`config.mk`:
```
export PLATFORM = sky130hd
export DESIGN_NAME = pma_region_scanner_flat
export DESIGN_NICKNAME = d
export VERILOG_FILES = /design/src/rtl/config_pkg.sv /design/src/rtl/pma_region_scanner_if.sv /design/src/rtl/pma_region_scanner.sv /design/src/flat_wrapper.sv
export SDC_FILE = /design/constraint.sdc
export NUM_CORES = 1
export LEC_CHECK = 0
export BUFFER_PORTS_ARGS = -buffer_cell sky130_fd_sc_hd__clkbuf_2
export CAP_MARGIN = 40
export CELL_PAD_IN_SITES_DETAIL_PLACEMENT = 1
export CELL_PAD_IN_SITES_GLOBAL_PLACEMENT = 1
export CORE_MARGIN = 1.5
export CORE_UTILIZATION = 23
export DETAILED_ROUTE_END_ITERATION = 6
export GPL_TIMING_DRIVEN = 0
export PLACE_DENSITY = 0.74
export SETUP_SLACK_MARGIN = 0.3
export SLEW_MARGIN = 10
export SYNTH_ARGS = -nofsm -noshare
export SYNTH_HDL_FRONTEND = slang
export SYNTH_SLANG_ARGS = --single-unit
```
`constraint.sdc`:
```
create_clock -name clk_i -period 1.8 [get_ports clk_i]
set_input_delay 0.36 -clock clk_i [delete_from_list [all_inputs] [get_ports clk_i]]
set_output_delay 0.36 -clock clk_i [all_outputs]
set_load 0.02 [all_outputs]
```
`src/rtl/config_pkg.sv`:
```
`default_nettype none
// ============================================================================
// Package     : config_pkg
// Description : Elaborated core configuration consumed by the PMA region
//               scanner. Carries the physical address width and the cached,
//               non-idempotent and execute region rule tables.
//               cva6_cfg_empty describes a core with no region rules.
// Revision    : 1.0 - initial release
// ============================================================================
package config_pkg;

  localparam int unsigned NrMaxRules = 16;

  typedef struct packed {
    int unsigned                        PLEN;
    int unsigned                        NrCachedRegionRules;
    logic [NrMaxRules-1:0][63:0]        CachedRegionAddrBase;
    logic [NrMaxRules-1:0][63:0]        CachedRegionLength;
    int unsigned                        NrNonIdempotentRules;
    logic [NrMaxRules-1:0][63:0]        NonIdempotentAddrBase;
    logic [NrMaxRules-1:0][63:0]        NonIdempotentLength;
    int unsigned                        NrExecuteRegionRules;
    logic [NrMaxRules-1:0][63:0]        ExecuteRegionAddrBase;
    logic [NrMaxRules-1:0][63:0]        ExecuteRegionLength;
  } cva6_cfg_t;

  localparam cva6_cfg_t cva6_cfg_empty = '{
    PLEN                  : 32'd56,
    NrCachedRegionRules   : 32'd0,
    CachedRegionAddrBase  : '0,
    CachedRegionLength    : '0,
    NrNonIdempotentRules  : 32'd0,
    NonIdempotentAddrBase : '0,
    NonIdempotentLength   : '0,
    NrExecuteRegionRules  : 32'd0,
    ExecuteRegionAddrBase : '0,
    ExecuteRegionLength   : '0
  };

endpackage
`default_nettype wire

```
`src/rtl/pma_region_scanner_if.sv`:
```
`default_nettype none
// ============================================================================
// Interface   : pma_region_scanner_if
// Description : Request/response bundle between a requester (master) and the
//               PMA region scanner (slave).
//   flush_i       master->slave  abort in-flight lookup
//   req_valid_i   master->slave  request valid
//   req_addr_i    master->slave  physical address (PLEN bits)
//   req_ready_o   slave->master  scanner can accept a request
//   rsp_valid_o   slave->master  result valid
//   rsp_ready_i   master->slave  requester accepts result
//   rsp_cached_o  slave->master  address hits a cached region
//   rsp_nonidem_o slave->master  address hits a non-idempotent region
//   rsp_exec_o    slave->master  address hits an execute region
// Revision    : 1.0 - initial release
// ============================================================================
interface pma_region_scanner_if #(
  parameter int unsigned PLEN = 56
);
  logic            flush_i;
  logic            req_valid_i;
  logic            req_ready_o;
  logic [PLEN-1:0] req_addr_i;
  logic            rsp_valid_o;
  logic            rsp_ready_i;
  logic            rsp_cached_o;
  logic            rsp_nonidem_o;
  logic            rsp_exec_o;

  modport master (
    output flush_i, req_valid_i, req_addr_i, rsp_ready_i,
    input  req_ready_o, rsp_valid_o, rsp_cached_o, rsp_nonidem_o, rsp_exec_o
  );

  modport slave (
    input  flush_i, req_valid_i, req_addr_i, rsp_ready_i,
    output req_ready_o, rsp_valid_o, rsp_cached_o, rsp_nonidem_o, rsp_exec_o
  );
endinterface
`default_nettype wire

```
`src/rtl/pma_region_scanner.sv`:
```
`default_nettype none
// ============================================================================
// Module      : pma_region_scanner
// Description : Sequential physical-memory-attribute classifier. A latched
//               address is compared against one rule index of each region
//               table per cycle (cached, non-idempotent, execute), and the
//               per-table hits are OR-accumulated into three flags.
//   clk_i   : clock, all state updates on the rising edge
//   rst_ni  : synchronous active-low reset
//   bus     : pma_region_scanner_if slave modport (request/response)
// Revision    : 1.0 - initial release
// ============================================================================
module pma_region_scanner #(
  parameter config_pkg::cva6_cfg_t CVA6Cfg = config_pkg::cva6_cfg_empty
) (
  input  logic                clk_i,
  input  logic                rst_ni,
  pma_region_scanner_if.slave bus
);

  localparam int unsigned PLEN   = CVA6Cfg.PLEN;
  localparam int unsigned IdxW   = $clog2(config_pkg::NrMaxRules);
  localparam int unsigned NrC    = CVA6Cfg.NrCachedRegionRules;
  localparam int unsigned NrN    = CVA6Cfg.NrNonIdempotentRules;
  localparam int unsigned NrE    = CVA6Cfg.NrExecuteRegionRules;
  localparam int unsigned MaxCN  = (NrC > NrN) ? NrC : NrN;
  localparam int unsigned MaxCNE = (MaxCN > NrE) ? MaxCN : NrE;
  // Even with every table empty the scan still takes one cycle.
  localparam int unsigned ScanLen = (MaxCNE > 1) ? MaxCNE : 1;
  localparam logic [IdxW-1:0] LastIdx = IdxW'(ScanLen - 1);

  typedef enum logic [1:0] {
    IDLE = 2'd0,
    SCAN = 2'd1,
    DONE = 2'd2
  } state_t;

  state_t          state;
  logic [IdxW-1:0] idx;
  logic [PLEN-1:0] addr_q;
  logic            cached_q;
  logic            nonidem_q;
  logic            exec_q;
  logic            ready_q;
  logic            valid_q;

  // The end bound is formed in 65 bits so a region ending exactly at 2^64
  // does not wrap to zero and is still matched.
  function automatic logic region_hit(input logic [63:0] base,
                                      input logic [63:0] len,
                                      input logic [63:0] addr);
    logic [64:0] region_end;
    region_end = {1'b0, base} + {1'b0, len};
    return (len != 64'd0) && (base <= addr) && ({1'b0, addr} < region_end);
  endfunction

  logic [63:0] addr_ext;
  logic        hit_cached;
  logic        hit_nonidem;
  logic        hit_exec;

  assign addr_ext = 64'(addr_q);

  // A table only contributes while idx is inside its own rule count, so
  // shorter tables simply drop out once the scan passes their last rule.
  assign hit_cached  = (32'(idx) < NrC) &&
                       region_hit(CVA6Cfg.CachedRegionAddrBase[idx],
                                  CVA6Cfg.CachedRegionLength[idx], addr_ext);
  assign hit_nonidem = (32'(idx) < NrN) &&
                       region_hit(CVA6Cfg.NonIdempotentAddrBase[idx],
                                  CVA6Cfg.NonIdempotentLength[idx], addr_ext);
  assign hit_exec    = (32'(idx) < NrE) &&
                       region_hit(CVA6Cfg.ExecuteRegionAddrBase[idx],
                                  CVA6Cfg.ExecuteRegionLength[idx], addr_ext);

  always_ff @(posedge clk_i) begin
    if (!rst_ni) begin
      state     <= IDLE;
      idx       <= '0;
      addr_q    <= '0;
      cached_q  <= 1'b0;
      nonidem_q <= 1'b0;
      exec_q    <= 1'b0;
      ready_q   <= 1'b1;
      valid_q   <= 1'b0;
    end else begin
      unique case (state)
        IDLE: begin
          // Flush wins over a request presented in the same cycle.
          if (!bus.flush_i && bus.req_valid_i) begin
            addr_q    <= bus.req_addr_i;
            idx       <= '0;
            cached_q  <= 1'b0;
            nonidem_q <= 1'b0;
            exec_q    <= 1'b0;
            ready_q   <= 1'b0;
            state     <= SCAN;
          end
        end
        SCAN: begin
          if (bus.flush_i) begin
            ready_q <= 1'b1;
            state   <= IDLE;
          end else begin
            cached_q  <= cached_q  | hit_cached;
            nonidem_q <= nonidem_q | hit_nonidem;
            exec_q    <= exec_q    | hit_exec;
            if (idx == LastIdx) begin
              valid_q <= 1'b1;
              state   <= DONE;
            end else begin
              idx <= idx + 1'b1;
            end
          end
        end
        DONE: begin
          // Returning to IDLE here (rather than accepting directly) keeps a
          // new request from overlapping the response handshake.
          if (bus.flush_i || bus.rsp_ready_i) begin
            valid_q <= 1'b0;
            ready_q <= 1'b1;
            state   <= IDLE;
          end
        end
        default: begin
          valid_q <= 1'b0;
          ready_q <= 1'b1;
          state   <= IDLE;
        end
      endcase
    end
  end

  assign bus.req_ready_o   = ready_q;
  assign bus.rsp_valid_o   = valid_q;
  assign bus.rsp_cached_o  = cached_q;
  assign bus.rsp_nonidem_o = nonidem_q;
  assign bus.rsp_exec_o    = exec_q;

endmodule
`default_nettype wire

```
`src/flat_wrapper.sv`:
```
// flat-port wrapper written by rule: the top's interface ports become plain ports
module pma_region_scanner_flat 
#(
  parameter config_pkg::cva6_cfg_t CVA6Cfg = config_pkg::cva6_cfg_empty
)
  (clk_i, rst_ni, bus_flush_i, bus_req_valid_i, bus_req_addr_i, bus_rsp_ready_i, bus_req_ready_o, bus_rsp_valid_o, bus_rsp_cached_o, bus_rsp_nonidem_o, bus_rsp_exec_o);
  pma_region_scanner_if #(.PLEN(32)) bus_i ();
  input  logic clk_i;
  input  logic rst_ni;
  input wire logic [$bits(bus_i.flush_i)-1:0] bus_flush_i;
  input wire logic [$bits(bus_i.req_valid_i)-1:0] bus_req_valid_i;
  input wire logic [$bits(bus_i.req_addr_i)-1:0] bus_req_addr_i;
  input wire logic [$bits(bus_i.rsp_ready_i)-1:0] bus_rsp_ready_i;
  output wire logic [$bits(bus_i.req_ready_o)-1:0] bus_req_ready_o;
  output wire logic [$bits(bus_i.rsp_valid_o)-1:0] bus_rsp_valid_o;
  output wire logic [$bits(bus_i.rsp_cached_o)-1:0] bus_rsp_cached_o;
  output wire logic [$bits(bus_i.rsp_nonidem_o)-1:0] bus_rsp_nonidem_o;
  output wire logic [$bits(bus_i.rsp_exec_o)-1:0] bus_rsp_exec_o;
  assign bus_i.flush_i = bus_flush_i;
  assign bus_i.req_valid_i = bus_req_valid_i;
  assign bus_i.req_addr_i = bus_req_addr_i;
  assign bus_i.rsp_ready_i = bus_rsp_ready_i;
  assign bus_req_ready_o = bus_i.req_ready_o;
  assign bus_rsp_valid_o = bus_i.rsp_valid_o;
  assign bus_rsp_cached_o = bus_i.rsp_cached_o;
  assign bus_rsp_nonidem_o = bus_i.rsp_nonidem_o;
  assign bus_rsp_exec_o = bus_i.rsp_exec_o;
  pma_region_scanner #(.CVA6Cfg(CVA6Cfg)) u_core (.clk_i(clk_i), .rst_ni(rst_ni), .bus(bus_i));
endmodule
```
## After elaboration in Yosys (flattened, before gate mapping)

Cells that the tools add are included.
W data, S select, Z words.

- Word-level logic and storage cells: 42
- Memories: 0
- Register bits after elaboration: 8
- Bits in read-only memories: 0
- Bits in writable memories: 0
- Latch bits: 0

- Shift operators: 0
- Equal/unequal tests: 9
- Reductions and logical operators: 10
- Multipliers: 0
- Bitwise operators: 1
- Muxes and demuxes: 17
- Div/mod/pow operators: 0
- Order comparisons: 0
- Add/subtract/negate cells: 1

Operators with widths:

| operator | count |
|---|---|
| $mux W4 | 3 |
| $mux W2 | 4 |
| $pmux W4 S2 | 1 |
| $reduce_and A4 Y1 | 2 |
| $mux W1 | 6 |
| $ne A2 B1 Y1 const B | 3 |
| $ne A2 B2 Y1 const B | 3 |
| $pmux W1 S3 | 2 |
| $pmux W2 S3 | 1 |
| $reduce_and A3 Y1 | 2 |
| $add A4 B1 Y4 const B | 1 |
| $logic_not A4 Y1 | 1 |
| $ne A3 B2 Y1 const B | 1 |
| $eq A2 B1 Y1 const B | 1 |
| $eq A2 B2 Y1 const B | 1 |
| $logic_not A2 Y1 | 1 |
| $reduce_bool A2 Y1 | 1 |
| $logic_and A1 B1 Y1 | 1 |
| $logic_not A1 Y1 | 1 |
| $logic_or A1 B1 Y1 | 1 |
| $not A1 Y1 | 1 |

## Depth between registers and ports, before layout

Gate-level depths: netlist (run 1).

- Word-level depth: 4
- Depth in mapped cells: 5

## Least setup slack after synthesis (run 1)

No wires, ideal clock.

- Kind: register -> register
- Start point: register u_core.idx[0]
- End point: register u_core.idx[2]
- Path slack: 0.431 ns
- Arrival: 1.236 ns
- Setup time: 0.133 ns
- Cell stages (with the launch flop): 6
- Data required time: 1.667 ns
- Path buffers: 0
- Path through: dfxtp_1 -> inv_1 -> ha_1 -> or3b_2 -> a31oi_1 -> a311oi_1

- Word-level cells in the longest chain between the ends: 4
- Elaborated cells on any way between the ends: 7
- Classes of those cells: add/sub: 1; eq/ne: 1; mux: 3; reduce/logical: 2

Ends and longest elaborated chain:

| what | line | source |
|---|---|---|
| from (decl) | pma_region_scanner.sv:39 | `logic [IdxW-1:0] idx;` |
| from (signal assigned) | pma_region_scanner.sv:112 | `idx <= idx + 1'b1;` |
| $add A4 B1 Y4 | pma_region_scanner.sv:112 |  |
| $mux W4 | pma_region_scanner.sv:108 | `if (idx == LastIdx) begin` |
| $mux W4 | pma_region_scanner.sv:101 | `if (bus.flush_i) begin` |
| $pmux W4 S2 | pma_region_scanner.sv:87 | `unique case (state)` |

Several ways; a longest one is shown, not always the timed one. The select of a mux whose other input is x is not followed.
A chain may end at the register's enable or synchronous reset.

## Final worst setup path (run 1)

Same ends and word-level chain as after synthesis.

==> flow_metrics.env, run 1 <==
export IMPL_antenna_found_initial=0
export IMPL_cp_required_ns=1.93
export IMPL_async_flop_share_pct=0
export IMPL_synth_adder_area_share_pct=5.38
export IMPL_hold_path_class="in -> reg"
export IMPL_numCtsBuffers=3
export IMPL_num_vias=425
export IMPL_worstPathArrival_ns=1.51
export IMPL_gp_congestion=0.801
export IMPL_num_rows=16
export IMPL_htreeDepth=1
export IMPL_root_buffer="clkbuf_4"
export IMPL_drtIter0Drc=3
export IMPL_antenna_cells=0
export IMPL_setup_tns_ns=0
export IMPL_ant_nets=0
export IMPL_hold_viol_final=0
export IMPL_crit_type="reg -> reg"
export IMPL_hold_depth=2
export IMPL_p_total_mw=0.376
export IMPL_core_area_mm2=0.00194
export IMPL_synthXorXnorAreaFrac_pct=0
export IMPL_drive_above_1_share_pct=34.4
export IMPL_synthFlopType="dfxtp_1"
export IMPL_synth_seq_area_share_pct=34.4
export IMPL_grt_max_degree=11
export IMPL_top_level_ports=42
export IMPL_drv_slew=0
export IMPL_syn_inst=50
export IMPL_syn_cell_area_um2=465
export IMPL_die_area_mm2=0.00230
export IMPL_place_area_um2=537
export IMPL_startpoint_type="flop"
export IMPL_fin_crit_ns=1.38
export IMPL_grt_overflow=0
export IMPL_skew_ns=0.00271
export IMPL_synth_distinct_cells=27
export IMPL_finalSetupViolCount=0
export IMPL_num_nets_final=102
export IMPL_port_buffers=6
export IMPL_viasPerCell=4.83
export IMPL_synth_top_family_by_area="simple AND/OR/NAND/NOR gates"
export IMPL_vdd_drop_max_mv=0.184
export IMPL_fin_area_um2=564
export IMPL_die_w_um=48.0
export IMPL_cts_sinks=8
export IMPL_outcome="finished, final reports clean"
export IMPL_dr_pass1_iters=3
export IMPL_fmax_mhz=725
export IMPL_p_leak_nw=0.210
export IMPL_synth_mux_area_share_pct=0
export IMPL_r2r_cells=5
export IMPL_cellPowerDensity_mw_per_mm2=667
export IMPL_cap_violations=0
export IMPL_grt_pass1_wl_mm=1.89
export IMPL_area_growth_pct=21.2
export IMPL_routedWlPerCell_um=12.9
export IMPL_hold_path_startpoint="bus_req_valid_i"
export IMPL_r2r_end="u_core.idx[2]"
export IMPL_ys_seq_elements=8
export IMPL_synth_enable_flop_cells=0
export IMPL_avgSynthCellArea_um2=9.31
export IMPL_fin_crit_sh_pct=76.7
export IMPL_crit_reg2reg_launch="u_core.idx[0]"
export IMPL_dp_hpwl_um=870
export IMPL_r2r_setup_slack_ns=0.42
export IMPL_cts_clk_slew_worst_paths_ns=0.06
export IMPL_post_cts_setup_buffers=0
export IMPL_cts_path_max_buffers=2
export IMPL_rsz0062_at_grt="false"
export IMPL_synth_compound_area_share_pct=22.6
export IMPL_min_delay_worst_endpoint="u_core.state[0]"
export IMPL_grt_total_usage_pct=11.9
export IMPL_endpoint_kind="flop"
export IMPL_initial_core_util_pct=24.0
export IMPL_grt_pass1_vias=423
export IMPL_drc_errors=0
export IMPL_clk_latency_ns=0.25
export IMPL_wl_mm=1.13
export IMPL_synthSimpleGateAreaFrac_pct=25.5
export IMPL_cts_tree="built"
export IMPL_yosysWarnings=0
export IMPL_fp_dieH_um=48.0
export IMPL_cp_max_fo=4
-- synth_stat cells, types with 2 or more instances --
| master | instances | area (um^2) |
|---|---|---|
| nand3_1 | 4 | 20.0 |
| buf_4 | 3 | 22.5 |
| nor3b_2 | 2 | 25.0 |
| a21oi_1 | 3 | 15.0 |
| nor2_1 | 2 | 7.51 |
| nor3_1 | 2 | 10.0 |
| a31oi_1 | 2 | 12.5 |
| ha_1 | 2 | 25.0 |
| inv_1 | 4 | 15.0 |
| dfxtp_1 | 8 | 160 |
| a311oi_1 | 2 | 17.5 |
-- layer usage --
layer	vias up	GRT usage, %	share of wire, %
met5	-	0	0
met4	0	3.24	0
met3	0	3.40	4.6
met2	11	20.5	48
met1	207	14.3	48
li1	207	-	-
-- final cells by class --
class	count	area, um^2
buffer	4	33.8
clock buffer	3	22.5
fill	241	1380
inverter	5	18.8
multi-input combinational	35	265
sequential	8	160
tap	27	33.8
timing repair buffer	6	30.0
-- power breakdown --
group | internal (mW) | switching (mW)
sequential | 0.181 | 0.00338
combinational | 0.0210 | 0.0307
clock | 0.0765 | 0.0634
-- state kept, by name, indices dropped and copies added, names as in the netlist --
register	flops
u_core.idx	4
u_core.state	2
u_core.bus.rsp_valid_o	1
u_core.bus.req_ready_o	1
-- placed cells by master (no fill, tap or decap), types with 2 or more instances in the layout --
master,synthesis,layout
a21oi_1,3,3
a311oi_1,2,2
a31oi_1,2,2
buf_4,3,3
clkbuf_2,0,6
clkbuf_4,0,3
conb_1,1,3
dfxtp_1,8,8
inv_1,4,3
inv_2,1,2
nand3_1,4,4
nor2_1,2,2
nor3_1,2,2
nor3b_2,2,2
-- worst max path at each step --
stage / start / slack [ns] / end
6_report: u_core.idx[0] / 0.42 / u_core.idx[2]
3_3_place_gp: u_core.idx[0] / 0.34 / u_core.idx[2]
3_5_place_dp: u_core.idx[0] / 0.30 / u_core.idx[2]
5_1_grt: u_core.idx[0] / 0.35 / u_core.idx[2]
4_1_cts: u_core.idx[0] / 0.32 / u_core.idx[2]
2_1_floorplan: u_core.idx[0] / 0.43 / u_core.idx[2]
-- metrics by stage --
stage / instances / setup WS [ns] / utilization [%] / hold WS, ns
floorplan: 52 / 0.431 / - / 0.439
global placement: 85 / 0.341 / 27.6 / 0.457
detailed placement: 85 / 0.300 / 27.6 / 0.501
CTS: 88 / 0.319 / 28.8 / 0.377
global route: 88 / 0.348 / 29.1 / 0.375
finish: 88 / 0.420 / 29.1 / 0.381
-- what timing repair did --
action | 4_1_cts | 5_1_grt
resized for setup | 0 | 3
pin swaps | 1 | 1
gates cloned | 0 | 0
hold buffers | 0 | 0
endpoints found under the setup margin | 1 | 1
-- worst max-delay path, stage by stage, from the launching register on --
cell	delay [ns]
dfxtp_1	0.34
inv_2	0.08
ha_2	0.18
or3b_4	0.39
a31oi_1	0.19
a311oi_1	0.06
-- kinds of logic after synthesis --
| group | Yosys count |
|---|---|
| AO/OA/AOI/OAI | 14 |
| adder cells (fa/ha/maj) | 2 |
| buffers and inverters | 9 |
| flip-flops | 8 |
| other | 1 |
| AND/OR/NAND/NOR | 16 |
(Power assumes the default switching activity.)
==> run 2: changes to the inputs <==
CORE_UTILIZATION = 21   (was 23)
PLACE_DENSITY = 0.71   (was 0.74)
clock period = 1.1 ns   (was 1.8 ns; I/O delays follow)
==> run 2 against run 1 <==
The flow now finishes with violations (negative setup slack). Clock-buffer cell count is the same. Via count is 15% higher. Final cell count is 14% higher. Clock power rose by 81%. First-iteration DRC count grew 67%. Critical path type unchanged. Highest routed layer is now met4. Wire length grew 29%. Critical endpoint is now u_core.bus.req_ready_o. Cell area rose by 30%. Largest cell class unchanged. Flip-flop and latch count did not move. Sequential share of layout area fell by 4.7 points.
==> flow_metrics.env, run 2 (same netlist as run 1, synthesis figures left out) <==
export IMPL_hold_path_class="in -> reg"
export IMPL_port_buffers=6
export IMPL_layoutNonFillerInstCount=100
export IMPL_viasPerCell=4.87
export IMPL_cp_max_fo=4
export IMPL_seqPwrFrac_pct=44.1
export IMPL_p_leak_nw=0.297
export IMPL_place_area_um2=563
export IMPL_skew_ns=0.00239
export IMPL_htreeDepth=1
export IMPL_largest_register="u_core.idx"
export IMPL_drtIter0Drc=5
export IMPL_cp_required_ns=1.25
export IMPL_fin_area_um2=734
export IMPL_drc_errors=0
export IMPL_dr_pass1_iters=4
export IMPL_cellPowerDensity_mw_per_mm2=925
export IMPL_gp_congestion=0.677
export IMPL_clockPowerShare_pct=37.2
export IMPL_ant_nets=0
export IMPL_drive_above_1_share_pct=61.6
export IMPL_num_rows=16
export IMPL_dp_hpwl_um=837
export IMPL_rsz0062_at_grt="true"
export IMPL_grt_max_degree=9
export IMPL_numCtsBuffers=3
export IMPL_outcome="complete, but fails checks"
export IMPL_crit_type="reg -> reg"
export IMPL_r2r_cells=3
export IMPL_initial_core_util_pct=23.0
export IMPL_layout_top_registers="u_core.idx: 4 flops, u_core.state: 2 flops"
export IMPL_grt_pass1_vias=513
export IMPL_root_buffer="clkbuf_4"
export IMPL_p_switching_mw=0.196
export IMPL_hold_depth=2
export IMPL_cap_violations=0
export IMPL_startpoint_type="flop"
export IMPL_core_area_mm2=0.00202
export IMPL_power_frac_comb_pct=18.7
export IMPL_cts_sinks=8
export IMPL_p_total_mw=0.680
export IMPL_placed_cells=85
export IMPL_slowest_delay_ns=0.56
export IMPL_grt_total_usage_pct=12.1
export IMPL_hold_viol_final=0
export IMPL_grt_pass1_wl_mm=2.22
export IMPL_layout_common_cells="buf_4, dfxtp_2, nand3_1, clkbuf_2"
export IMPL_num_nets_final=114
export IMPL_crit_chain="or4b_4 > a21oi_2 > o21ai_1"
export IMPL_finalSetupViolCount=8
export IMPL_largest_register_ffs=4
export IMPL_fin_crit_sh_pct=117
export IMPL_intPower_mw=0.484
export IMPL_fin_ws_ns=-0.185
export IMPL_endpoint_kind="flop"
export IMPL_cts_clk_slew_worst_paths_ns=0.06
export IMPL_antenna_found_initial=0
export IMPL_ctsHoldBuffers=0
export IMPL_grt_overflow=0
export IMPL_clk_latency_ns=0.27
export IMPL_fp_dieH_um=50.1
export IMPL_die_w_um=50.1
export IMPL_num_vias=487
export IMPL_cts_path_max_buffers=2
export IMPL_violations="negative setup slack"
export IMPL_vdd_drop_max_mv=0.488
export IMPL_final_common_cell="buf_4"
export IMPL_antenna_cells=0
export IMPL_drv_slew=0
export IMPL_p_sw_share_pct=28.8
export IMPL_cts_tree="built"
export IMPL_crit_path_top_delay_cell="or4b_4"
export IMPL_top_level_ports=42
export IMPL_routedWlPerCell_um=14.6
export IMPL_die_area_mm2=0.00251
export IMPL_fin_crit_ns=1.28
export IMPL_wl_mm=1.46
export IMPL_area_growth_pct=57.8
export IMPL_worstPathArrival_ns=1.43
export IMPL_fmax_mhz=778
[run 2: cell count changes in the layout (fill, tap and decap cells not counted), moves of 2 or more]
cell      before  now
buf_8          0    2
clkbuf_2       6    4
dfxtp_2        0    5
dfxtp_4        0    2
dfxtp_1        8    1
buf_4          3   14
[run 2: area by class of cell]
class                      count  area, um^2
inverter                       5        21.3
buffer                         4        33.8
multi-input combinational     35         305
tap                           27        33.8
clock buffer                   3        22.5
timing repair buffer          18         144
fill                         239        1290
sequential                     8         174
[run 2: what timing repair did]
action	CTS	global route
pin swaps	5	8
gates cloned	0	0
endpoints found under the setup margin	10	10
resized for setup	12	5
setup buffers	7	5
endpoints found under the hold margin	0	0
[run 2: worst paths after layout]
| check | to | slack [ns] | startpoint |
|---|---|---|---|
| setup / recovery | u_core.bus.req_ready_o | -0.18 | u_core.state[1] |
| hold / removal | u_core.bus.rsp_valid_o | 0.23 | rst_ni |
| setup reg to reg | u_core.bus.req_ready_o | -0.18 | u_core.state[1] |
| hold reg to reg | u_core.idx[2] | 0.55 | u_core.idx[2] |
[run 2: metrics by stage]
step                      TNS [ns]  utilization, %  hold WS [ns]  setup WS (ns)
after floorplan             -0.271               -         0.292        -0.0855
after global placement      -0.995            27.8         0.483         -0.221
after detailed placement     -1.08            27.8         0.492         -0.233
after CTS                   -0.658            33.8         0.233         -0.145
after global routing         -1.36            36.3         0.242         -0.212
final                        -1.03            36.3         0.230         -0.185
[run 2: power groups by stage]
stage,clock [mW],combinational (mW),sequential [mW]
after floorplan,0,0.0548,0.314
after global placement,0,0.0853,0.309
after detailed placement,0,0.0866,0.309
after CTS,0.251,0.110,0.301
after global routing,0.264,0.135,0.300
final,0.253,0.127,0.300
[run 2: layer usage]
layer / track usage, % / routed length (um) / up-vias
met5: 0 / 0 / -
met2: 22.6 / 771 / 12
met4: 6.94 / 32 / 0
met1: 12.0 / 606 / 239
li1: - / - / 233
met3: 2.73 / 52 / 3
[run 2: worst max-delay path, delay by kind of cell (launching register included)]
kind	cells	cell delay [ns]
AO/OA/AOI/OAI	2	0.24
flip-flops	1	0.36
AND/OR/NAND/NOR	1	0.56
